--- src/rtl/instruction_decode_stage_pkg.sv ---
// Shared decode constants for the ID stage: opcodes, functs, width codes, ALU B-source codes.
package instruction_decode_stage_pkg;
    localparam logic [5:0] OP_RTYPE    = 6'h00;
    localparam logic [5:0] OP_REGIMM   = 6'h01;
    localparam logic [5:0] OP_J        = 6'h02;
    localparam logic [5:0] OP_BEQ      = 6'h04;
    localparam logic [5:0] OP_BNE      = 6'h05;
    localparam logic [5:0] OP_BLEZ     = 6'h06;
    localparam logic [5:0] OP_BGTZ     = 6'h07;
    localparam logic [5:0] OP_ADDI     = 6'h08;
    localparam logic [5:0] OP_ADDIU    = 6'h09;
    localparam logic [5:0] OP_SLTI     = 6'h0A;
    localparam logic [5:0] OP_ANDI     = 6'h0C;
    localparam logic [5:0] OP_ORI      = 6'h0D;
    localparam logic [5:0] OP_XORI     = 6'h0E;
    localparam logic [5:0] OP_LUI      = 6'h0F;
    localparam logic [5:0] OP_SPECIAL2 = 6'h1C;
    localparam logic [5:0] OP_LB       = 6'h20;
    localparam logic [5:0] OP_LH       = 6'h21;
    localparam logic [5:0] OP_LW       = 6'h23;
    localparam logic [5:0] OP_SB       = 6'h28;
    localparam logic [5:0] OP_SH       = 6'h29;
    localparam logic [5:0] OP_SW       = 6'h2B;

    localparam logic [5:0] FN_SLL  = 6'h00;
    localparam logic [5:0] FN_SRL  = 6'h02;
    localparam logic [5:0] FN_SRA  = 6'h03;
    localparam logic [5:0] FN_JR   = 6'h08;
    localparam logic [5:0] FN_ADD  = 6'h20;
    localparam logic [5:0] FN_ADDU = 6'h21;
    localparam logic [5:0] FN_SUB  = 6'h22;
    localparam logic [5:0] FN_AND  = 6'h24;
    localparam logic [5:0] FN_OR   = 6'h25;
    localparam logic [5:0] FN_XOR  = 6'h26;
    localparam logic [5:0] FN_NOR  = 6'h27;
    localparam logic [5:0] FN_SLT  = 6'h2A;
    localparam logic [5:0] FN_MUL  = 6'h02;

    localparam logic [1:0] W_WORD = 2'b00;
    localparam logic [1:0] W_HALF = 2'b01;
    localparam logic [1:0] W_BYTE = 2'b10;

    localparam logic [1:0] SRC1_REG  = 2'b00;
    localparam logic [1:0] SRC1_IMM  = 2'b01;
    localparam logic [1:0] SRC1_ZERO = 2'b10;

    function automatic logic [31:0] sext16(input logic [15:0] v);
        return {{16{v[15]}}, v};
    endfunction
endpackage

--- src/rtl/instruction_decode_stage_regfile.sv ---
// 32x32 GPR file, two async reads, one write, synchronous active-low clear.
// Optional same-cycle write-to-read forwarding under ID_REGFILE_BYPASS_EN.
module id_register_file (
    input  logic        clk_i,
    input  logic        rst_ni,
    input  logic        we_i,
    input  logic [4:0]  waddr_i,
    input  logic [31:0] wdata_i,
    input  logic [4:0]  raddr1_i,
    input  logic [4:0]  raddr2_i,
    output logic [31:0] rdata1_o,
    output logic [31:0] rdata2_o
);
    logic [31:0] mem_q [32];

    always_ff @(posedge clk_i) begin
        if (!rst_ni) begin
            for (int i = 0; i < 32; i++) mem_q[i] <= '0;
        end else if (we_i && waddr_i != 5'd0) begin
            mem_q[waddr_i] <= wdata_i;
        end
    end

    function automatic logic [31:0] rd(input logic [4:0] a);
        if (a == 5'd0) return '0;
`ifdef ID_REGFILE_BYPASS_EN
        if (we_i && a == waddr_i) return wdata_i;
`endif
        return mem_q[a];
    endfunction

    assign rdata1_o = rd(raddr1_i);
    assign rdata2_o = rd(raddr2_i);
endmodule

--- src/rtl/instruction_decode_stage.sv ---
// MIPS-subset ID stage: control decode, immediate extension and GPR file.
// Build option ID_REGFILE_BYPASS_EN enables same-cycle WB forwarding in the register file.
module instruction_decode_stage
    import instruction_decode_stage_pkg::*;
(
    input  logic        Clock,
    input  logic        Reset,
    input  logic [31:0] Instruction,
    input  logic [4:0]  rDestSelected,
    input  logic [31:0] regWriteData,
    input  logic        RegWrite,
    output logic        PCSel,
    output logic        RegDst,
    output logic        ALUSrc0,
    output logic [1:0]  ALUSrc1,
    output logic        R_Enable,
    output logic        W_Enable,
    output logic [1:0]  R_Width,
    output logic [1:0]  W_Width,
    output logic        MemToReg,
    output logic        RegWriteOut,
    output logic        BranchSel,
    output logic [31:0] Reg_Data1,
    output logic [31:0] Reg_Data2,
    output logic [31:0] Imm32b
);
    logic [5:0]  op, funct;
    logic [4:0]  rt;
    logic [15:0] imm16;

    assign op    = Instruction[31:26];
    assign rt    = Instruction[20:16];
    assign funct = Instruction[5:0];
    assign imm16 = Instruction[15:0];

    id_register_file u_rf (
        .clk_i    (Clock),
        .rst_ni   (Reset),
        .we_i     (RegWrite),
        .waddr_i  (rDestSelected),
        .wdata_i  (regWriteData),
        .raddr1_i (Instruction[25:21]),
        .raddr2_i (rt),
        .rdata1_o (Reg_Data1),
        .rdata2_o (Reg_Data2)
    );

    always_comb begin
        PCSel       = 1'b0;
        RegDst      = 1'b0;
        ALUSrc0     = 1'b0;
        ALUSrc1     = SRC1_REG;
        R_Enable    = 1'b0;
        W_Enable    = 1'b0;
        R_Width     = W_WORD;
        W_Width     = W_WORD;
        MemToReg    = 1'b0;
        RegWriteOut = 1'b0;
        BranchSel   = 1'b0;
        case (op)
            OP_RTYPE: begin
                // The all-zero word is a nop, not sll $0,$0,0
                if (Instruction != 32'h0) begin
                    case (funct)
                        FN_ADD, FN_ADDU, FN_SUB, FN_AND, FN_OR, FN_NOR, FN_XOR, FN_SLT: begin
                            RegDst = 1'b1; RegWriteOut = 1'b1;
                        end
                        FN_SLL, FN_SRL, FN_SRA: begin
                            RegDst = 1'b1; RegWriteOut = 1'b1; ALUSrc0 = 1'b1;
                        end
                        FN_JR: begin
                            RegDst = 1'b1; PCSel = 1'b1;
                        end
                        default: ;
                    endcase
                end
            end
            OP_SPECIAL2: if (funct == FN_MUL) begin
                RegDst = 1'b1; RegWriteOut = 1'b1;
            end
            OP_ADDI, OP_ADDIU, OP_SLTI, OP_ANDI, OP_ORI, OP_XORI, OP_LUI: begin
                ALUSrc1 = SRC1_IMM; RegWriteOut = 1'b1;
            end
            OP_LW, OP_LH, OP_LB: begin
                R_Enable = 1'b1; MemToReg = 1'b1; ALUSrc1 = SRC1_IMM; RegWriteOut = 1'b1;
                R_Width  = (op == OP_LW) ? W_WORD : (op == OP_LH) ? W_HALF : W_BYTE;
            end
            OP_SW, OP_SH, OP_SB: begin
                W_Enable = 1'b1; ALUSrc1 = SRC1_IMM;
                W_Width  = (op == OP_SW) ? W_WORD : (op == OP_SH) ? W_HALF : W_BYTE;
            end
            OP_BEQ, OP_BNE: BranchSel = 1'b1;
            OP_BLEZ, OP_BGTZ: begin
                BranchSel = 1'b1; ALUSrc1 = SRC1_ZERO;
            end
            OP_REGIMM: if (rt == 5'd0 || rt == 5'd1) begin
                BranchSel = 1'b1; ALUSrc1 = SRC1_ZERO;
            end
            OP_J: PCSel = 1'b1;
            default: ;
        endcase
    end

    always_comb begin
        Imm32b = sext16(imm16);
        case (op)
            OP_ANDI, OP_ORI, OP_XORI: Imm32b = {16'h0, imm16};
            OP_LUI:                   Imm32b = {imm16, 16'h0};
            OP_J:                     Imm32b = {6'b0, Instruction[25:0]};
            default: ;
        endcase
    end
endmodule

--- config.mk ---
export PLATFORM = sky130hd
export DESIGN_NAME = instruction_decode_stage
export DESIGN_NICKNAME = d
export VERILOG_FILES = /design/src/rtl/instruction_decode_stage_pkg.sv /design/src/rtl/instruction_decode_stage_regfile.sv /design/src/rtl/instruction_decode_stage.sv
export SDC_FILE = /design/constraint.sdc
export NUM_CORES = 2
export LEC_CHECK = 0
export CORE_AREA = 2 2 354 356
export DETAILED_ROUTE_END_ITERATION = 12
export DIE_AREA = 0 0 356 358
export PLACE_DENSITY = 0.71
export SLEW_MARGIN = 40
export SYNTH_ARGS = -nofsm -noshare
export SYNTH_HDL_FRONTEND = slang
export SYNTH_SLANG_ARGS = --single-unit
export TNS_END_PERCENT = 5
--- constraint.sdc ---
create_clock -name Clock -period 5.8 [get_ports Clock]
set_input_delay 0.87 -clock Clock [delete_from_list [all_inputs] [get_ports Clock]]
set_output_delay 0.87 -clock Clock [all_outputs]
set_load 0.02 [all_outputs]
* Yosys cells after proc, flatten, opt, wreduce, memory -nomap -nowiden
Memories as Yosys holds them, arrays and structs flattened.
Cells that the tools add are included.
** Word-level totals
- RAM bits :: 1024
- Output and inout port bits :: 110
- Register bits after elaboration :: 0
- Word-level logic and storage cells :: 91
- Memories :: 1
** Memory list
- u_rf.mem_q :: words 32, bits a word 32, rd ports 2, clocked after memory_dff 0, wr ports 32, RTL line instruction_decode_stage_regfile.sv:14 : logic [31:0] mem_q [32];
** Operators by class
- Muxes and demuxes :: 39
- Equality and inequality tests :: 32
- Reductions and logical operators :: 19
** Operator list (count)
- 32-bit 2-to-1 mux :: 5
- 32-bit case mux with 3 select lines :: 1
- 6-bit == test, second input constant :: 14
- 6-bit by 4-bit == test with 1-bit output, second input constant :: 8
- 32-bit nonzero test :: 1
- 32-bit OR reduction :: 1
- 6-bit by 3-bit == test with 1-bit output, second input constant :: 4
- 1-bit 2-to-1 mux :: 20
- 6-bit by 2-bit == test with 1-bit output, second input constant :: 3
- 2-bit 2-to-1 mux :: 7
- 13-bit OR reduction :: 1
- 6-bit logical NOT :: 2
- 12-bit OR reduction :: 1
- 3-bit OR reduction :: 4
- 11-bit OR reduction :: 1
- 5-bit logical NOT :: 2
- 10-bit OR reduction :: 1
- 6-bit by 1-bit == test with 1-bit output, second input constant :: 1
- 6-bit by 5-bit == test with 1-bit output, second input constant :: 1
- 1-bit case mux with 2 select lines :: 3
- 2-bit case mux with 3 select lines :: 1
- 5-bit by 1-bit == test with 1-bit output, second input constant :: 1
- 5-bit 2-to-1 mux :: 1
- 5-bit nonzero test :: 1
- other kinds (5) :: 5

* Depth between registers and ports, before layout
- Word-level depth :: 7
- Depth in mapped cells :: 9
- Mapped depth without buffers :: 5

* Modules after synthesis
Synthesis repeated with hierarchy kept, for this count alone.
** Second synthesis, totals
- Cells, all modules :: 3612
- Area total of the unflattened synthesis :: 54907.7 um^2
** Modules (own cells, without submodules)
- id_register_file :: area each 54215.7 um^2, cells an instance 3507, instances 1
- instruction_decode_stage :: area each 691.9 um^2, cells an instance 105, instances 1

* Least setup slack after synthesis
No wires, ideal clock.
- Path kind :: input to register
- Start :: input port rDestSelected[0]
- End :: memory u_rf.mem_q[26][0], enable pin
- Library setup time :: 0.466 ns
- Cell stages on the path :: 6
- Setup slack :: 1.260 ns
- Arrival :: 4.074 ns
- Cell sequence :: buf_6 -> nand2b_1 -> buf_2 -> or3_1 -> buf_2 -> o21ai_0
** RTL lines
- start: declaration :: RTL line instruction_decode_stage.sv:9 : input logic [4:0] rDestSelected,
- end: declaration :: RTL line instruction_decode_stage_regfile.sv:14

* Final worst setup path
- Start :: input port Instruction[24]
- End :: output port Reg_Data1[20]
** On the way
- Longest elaborated chain between the ends :: 3
- Elaborated cells between the ends (all ways) :: 4
** RTL lines
- start: declaration :: RTL line instruction_decode_stage.sv:8 : input logic [31:0] Instruction,
- parallel branches: the longest is 2 deep, another holds memory 32 x 32 bit
- 32-bit 2-to-1 mux (*) :: RTL line instruction_decode_stage_regfile.sv:29 : return mem_q[a];
- end: declaration :: RTL line instruction_decode_stage.sv:23 : output logic [31:0] Reg_Data1,
Mark *: on every way between the ends.

==> run summary <==
cts repair resizes: 0
Via density: 6.594
YS warnings: 0
flip-flop and latch area: 30750 sq um
postcts setup bufs: 0
DPL Wire Length: 116.4 mm
Arrival @ worst endpoint: 4.68 ns
Synth area leader: edfxtp_1
DR WL/cell: 33.36 microns
post-synthesis instance area: 55390 sq um
Yosys reg bits: 1024
initial core utilization: 44.92%
Reg power frac: 48.7%
part of the Yosys area used for sequential elements: 55.51%
ANT nets after route: 0
vias in the first global route: 37810
crit-path max FO: 34
I/O Buffers: 181
minimum clock period: 5.545 ns
share of the synthesized area in the top cell type: 55.51%
Mean Syn Cell Area: 14.09 sq um
Core Box Area: 123300 sq um
Largest Register: u_rf.mem_q
WP depth: 6
clock tree buffer depth: 3
switching part of the total power: 25.99%
most frequent CP cell: a31oi_1
CTS tree: done
final hold violation count: 0
power share of the clock group: 37.7%
Post-Route Setup TNS: 0 ns
Final period util: 95.61%
critical path capture point type: output port
Switch Pwr: 4681 uW
final core utilization: 50.82%
Ports: 182
initial antenna violation count: 18
f_max: 180.3 MHz
Total Wirelength: 191.7 mm
final-stage net count: 4089
CP max stage cell: a2111oi_1
RSZ-0062 raised after global routing: no
Worst EP required: 4.93 ns
WP buf/inv: 2
CP peak stage delay: 0.97 ns
Die Height: 358 microns
global-route wire length before repair: 270.3 mm
max reg flops: 1024
largest net degree at the start of global routing: 82
Starting DRT DRC Count: 6467
share of cells above drive strength 1: 20.71%
Max Slew Vio Count: 0
Worst path top cell family by delay: compound AO/OA/AOI/OAI gates
Filler cells: 10230
CTS Buf Count: 106
drt drc: 0
CP Cell Sequence: buf_4 > nand2_1 > a2111oi_1 > a31oi_1 > a31oi_1 > clkdlybuf4s50_1
worst rel slew slack: 36.81%
min-delay worst type: in -> reg
status: finished clean
Worst setup endpoint: Reg_Data1[20]
Die W: 356 microns
Synth area leaders: edfxtp_1, mux4_2, and2_1
CP Class: in -> out
Hold-fix buffers, CTS: 0
Core Rows: 129
Root Buffer: clkbuf_16
Setup crit start kind: input port
leakage: 0.02217 uW
Slew @ Worst Pin: 0.9435 ns
biggest regs: u_rf.mem_q (1024)
clk sinks: 1024
multi-input logic area: 23250 sq um
Area Overhead vs Synth: 13.14%
Pint: 13330 uW
hold path startpoint: regWriteData[3]
drt first pass iters: 6
area of the die: 127400 sq um
final setup vio count: 0
Critical Path Start: Instruction[24]
Gate Count Post-Synth: 3931
GRT Overall Usage: 29.77%
H-tree depth: 3
Yosys cell types: 52
Comb pwr share: 13.7%
Max IR drop VDD: 0.0002455 V
remaining global-route overflow: 0
RD Place Congestion: 0.9289
Max Cap Violations: 0
power per cell area: 287.4 nW/um^2
clock slew at reported path FFs: 0.06 ns
total number of vias: 37890
## per-stage QoR
| stage | setup slack (ns) | hold WS, ns | instances | cell area (sq um) | power [uW] |
|---|---|---|---|---|---|
| after floorplan | 1.260 | 1.068 | 3962 | 55510 | 10270 |
| after global placement | 0.4168 | 1.576 | 5539 | 59300 | 11260 |
| after detailed placement | 0.5409 | 1.513 | 5543 | 59270 | 11310 |
| after CTS | 0.5363 | 0.7796 | 5739 | 62620 | 17930 |
| after global routing | 0.3942 | 0.8168 | 5743 | 62660 | 18400 |
| final | 0.2546 | 0.8070 | 5746 | 62670 | 18010 |
## cells by family (layout without fill, tap and decap cells)
family | Yosys count | after routing | share of synthesized area [%]
flops | 1024 | 1024 | 55.51
other cells | 1 | 36 | 0.006770
mux | 696 | 696 | 20.53
simple gates | 1348 | 1348 | 14.31
compound gates | 443 | 443 | 5.961
buf+inv | 419 | 562 | 3.680
## synthesized netlist by cell type (all sizes together)
master and number:
o22ai 42, a22o 75, or3b 1, a22oi 70, o221ai 32, or3 5, a21o 1, a221o 5
nor4 5, a31oi 29, inv 3, clkbuf 269, o21ai 45, nand3b 3, and3 1, mux4 350
o311ai 1, o211ai 1, conb 1, and2 998, or2 3, nand2b 25, edfxtp 1024, a211o 33
nand3 27, nor2b 38, a221oi 25, nor2 90, a211oi 49, mux2i 326, buf 147, nand4 1
nor3 45, a21oi 23, nand2 105, a2111oi 12, mux2 20, or4 1
## area by class of cell
| type | instances | area share (%) |
|---|---|---|
| diodes | 4 | 0.01597 |
| clock buffers | 130 | 4.376 |
| clock inverters | 66 | 0.9603 |
| inverters | 3 | 0.01797 |
| multi-input cells | 2519 | 37.10 |
| flip-flops and latches | 1024 | 49.07 |
| well taps | 1637 | 3.268 |
| repair buffers | 363 | 5.195 |
## power groups by stage
stage                     sequential (uW)  clock, uW  combinational, uW
after floorplan                      8840          0               1430
after global placement               8880          0               2380
after detailed placement             8910          0               2400
after CTS                            8750       6770               2410
after global routing                 8800       7070               2530
final                                8770       6780               2460
## routing by layer
layer	vias up	part of all wire, %	GRT usage [%]
met5	-	0.083	0
met4	26	5.0	13.57
met3	526	14	7.705
met2	3042	45	45.50
met1	19170	36	40.05
li1	15120	-	-
## cells in the final DEF, fill, tap and decap left out, drive strengths merged, types with 10 or more instances in the layout
| cell type | n |
|---|---|
| edfxtp | 1024 |
| and2 | 998 |
| mux4 | 350 |
| mux2i | 326 |
| buf | 238 |
| clkbuf | 130 |
| clkdlybuf4s50 | 125 |
| nand2 | 105 |
| nor2 | 90 |
| a22o | 75 |
| a22oi | 70 |
| a211oi | 49 |
| clkinv | 46 |
| nor3 | 45 |
| o21ai | 45 |
| o22ai | 42 |
| nor2b | 38 |
| a211o | 33 |
| o221ai | 32 |
| conb | 32 |
| a31oi | 29 |
| nand3 | 27 |
| a221oi | 25 |
| nand2b | 25 |
| a21oi | 23 |
| mux2 | 20 |
| a2111oi | 12 |
| bufinv | 10 |
## worst min path at each step
stage                     slack [ns]  cells past startpoint                 end
final                           0.81                      2   u_rf.mem_q[21][3]
after global routing            0.82                      2   u_rf.mem_q[5][15]
after CTS                       0.78                      2  u_rf.mem_q[20][21]
after detailed placement        1.51                      2  u_rf.mem_q[26][15]
after global placement          1.58                      2   u_rf.mem_q[31][5]
after floorplan                 1.07                      1   u_rf.mem_q[1][31]
Note: power is estimated with default switching activity, not from simulation.
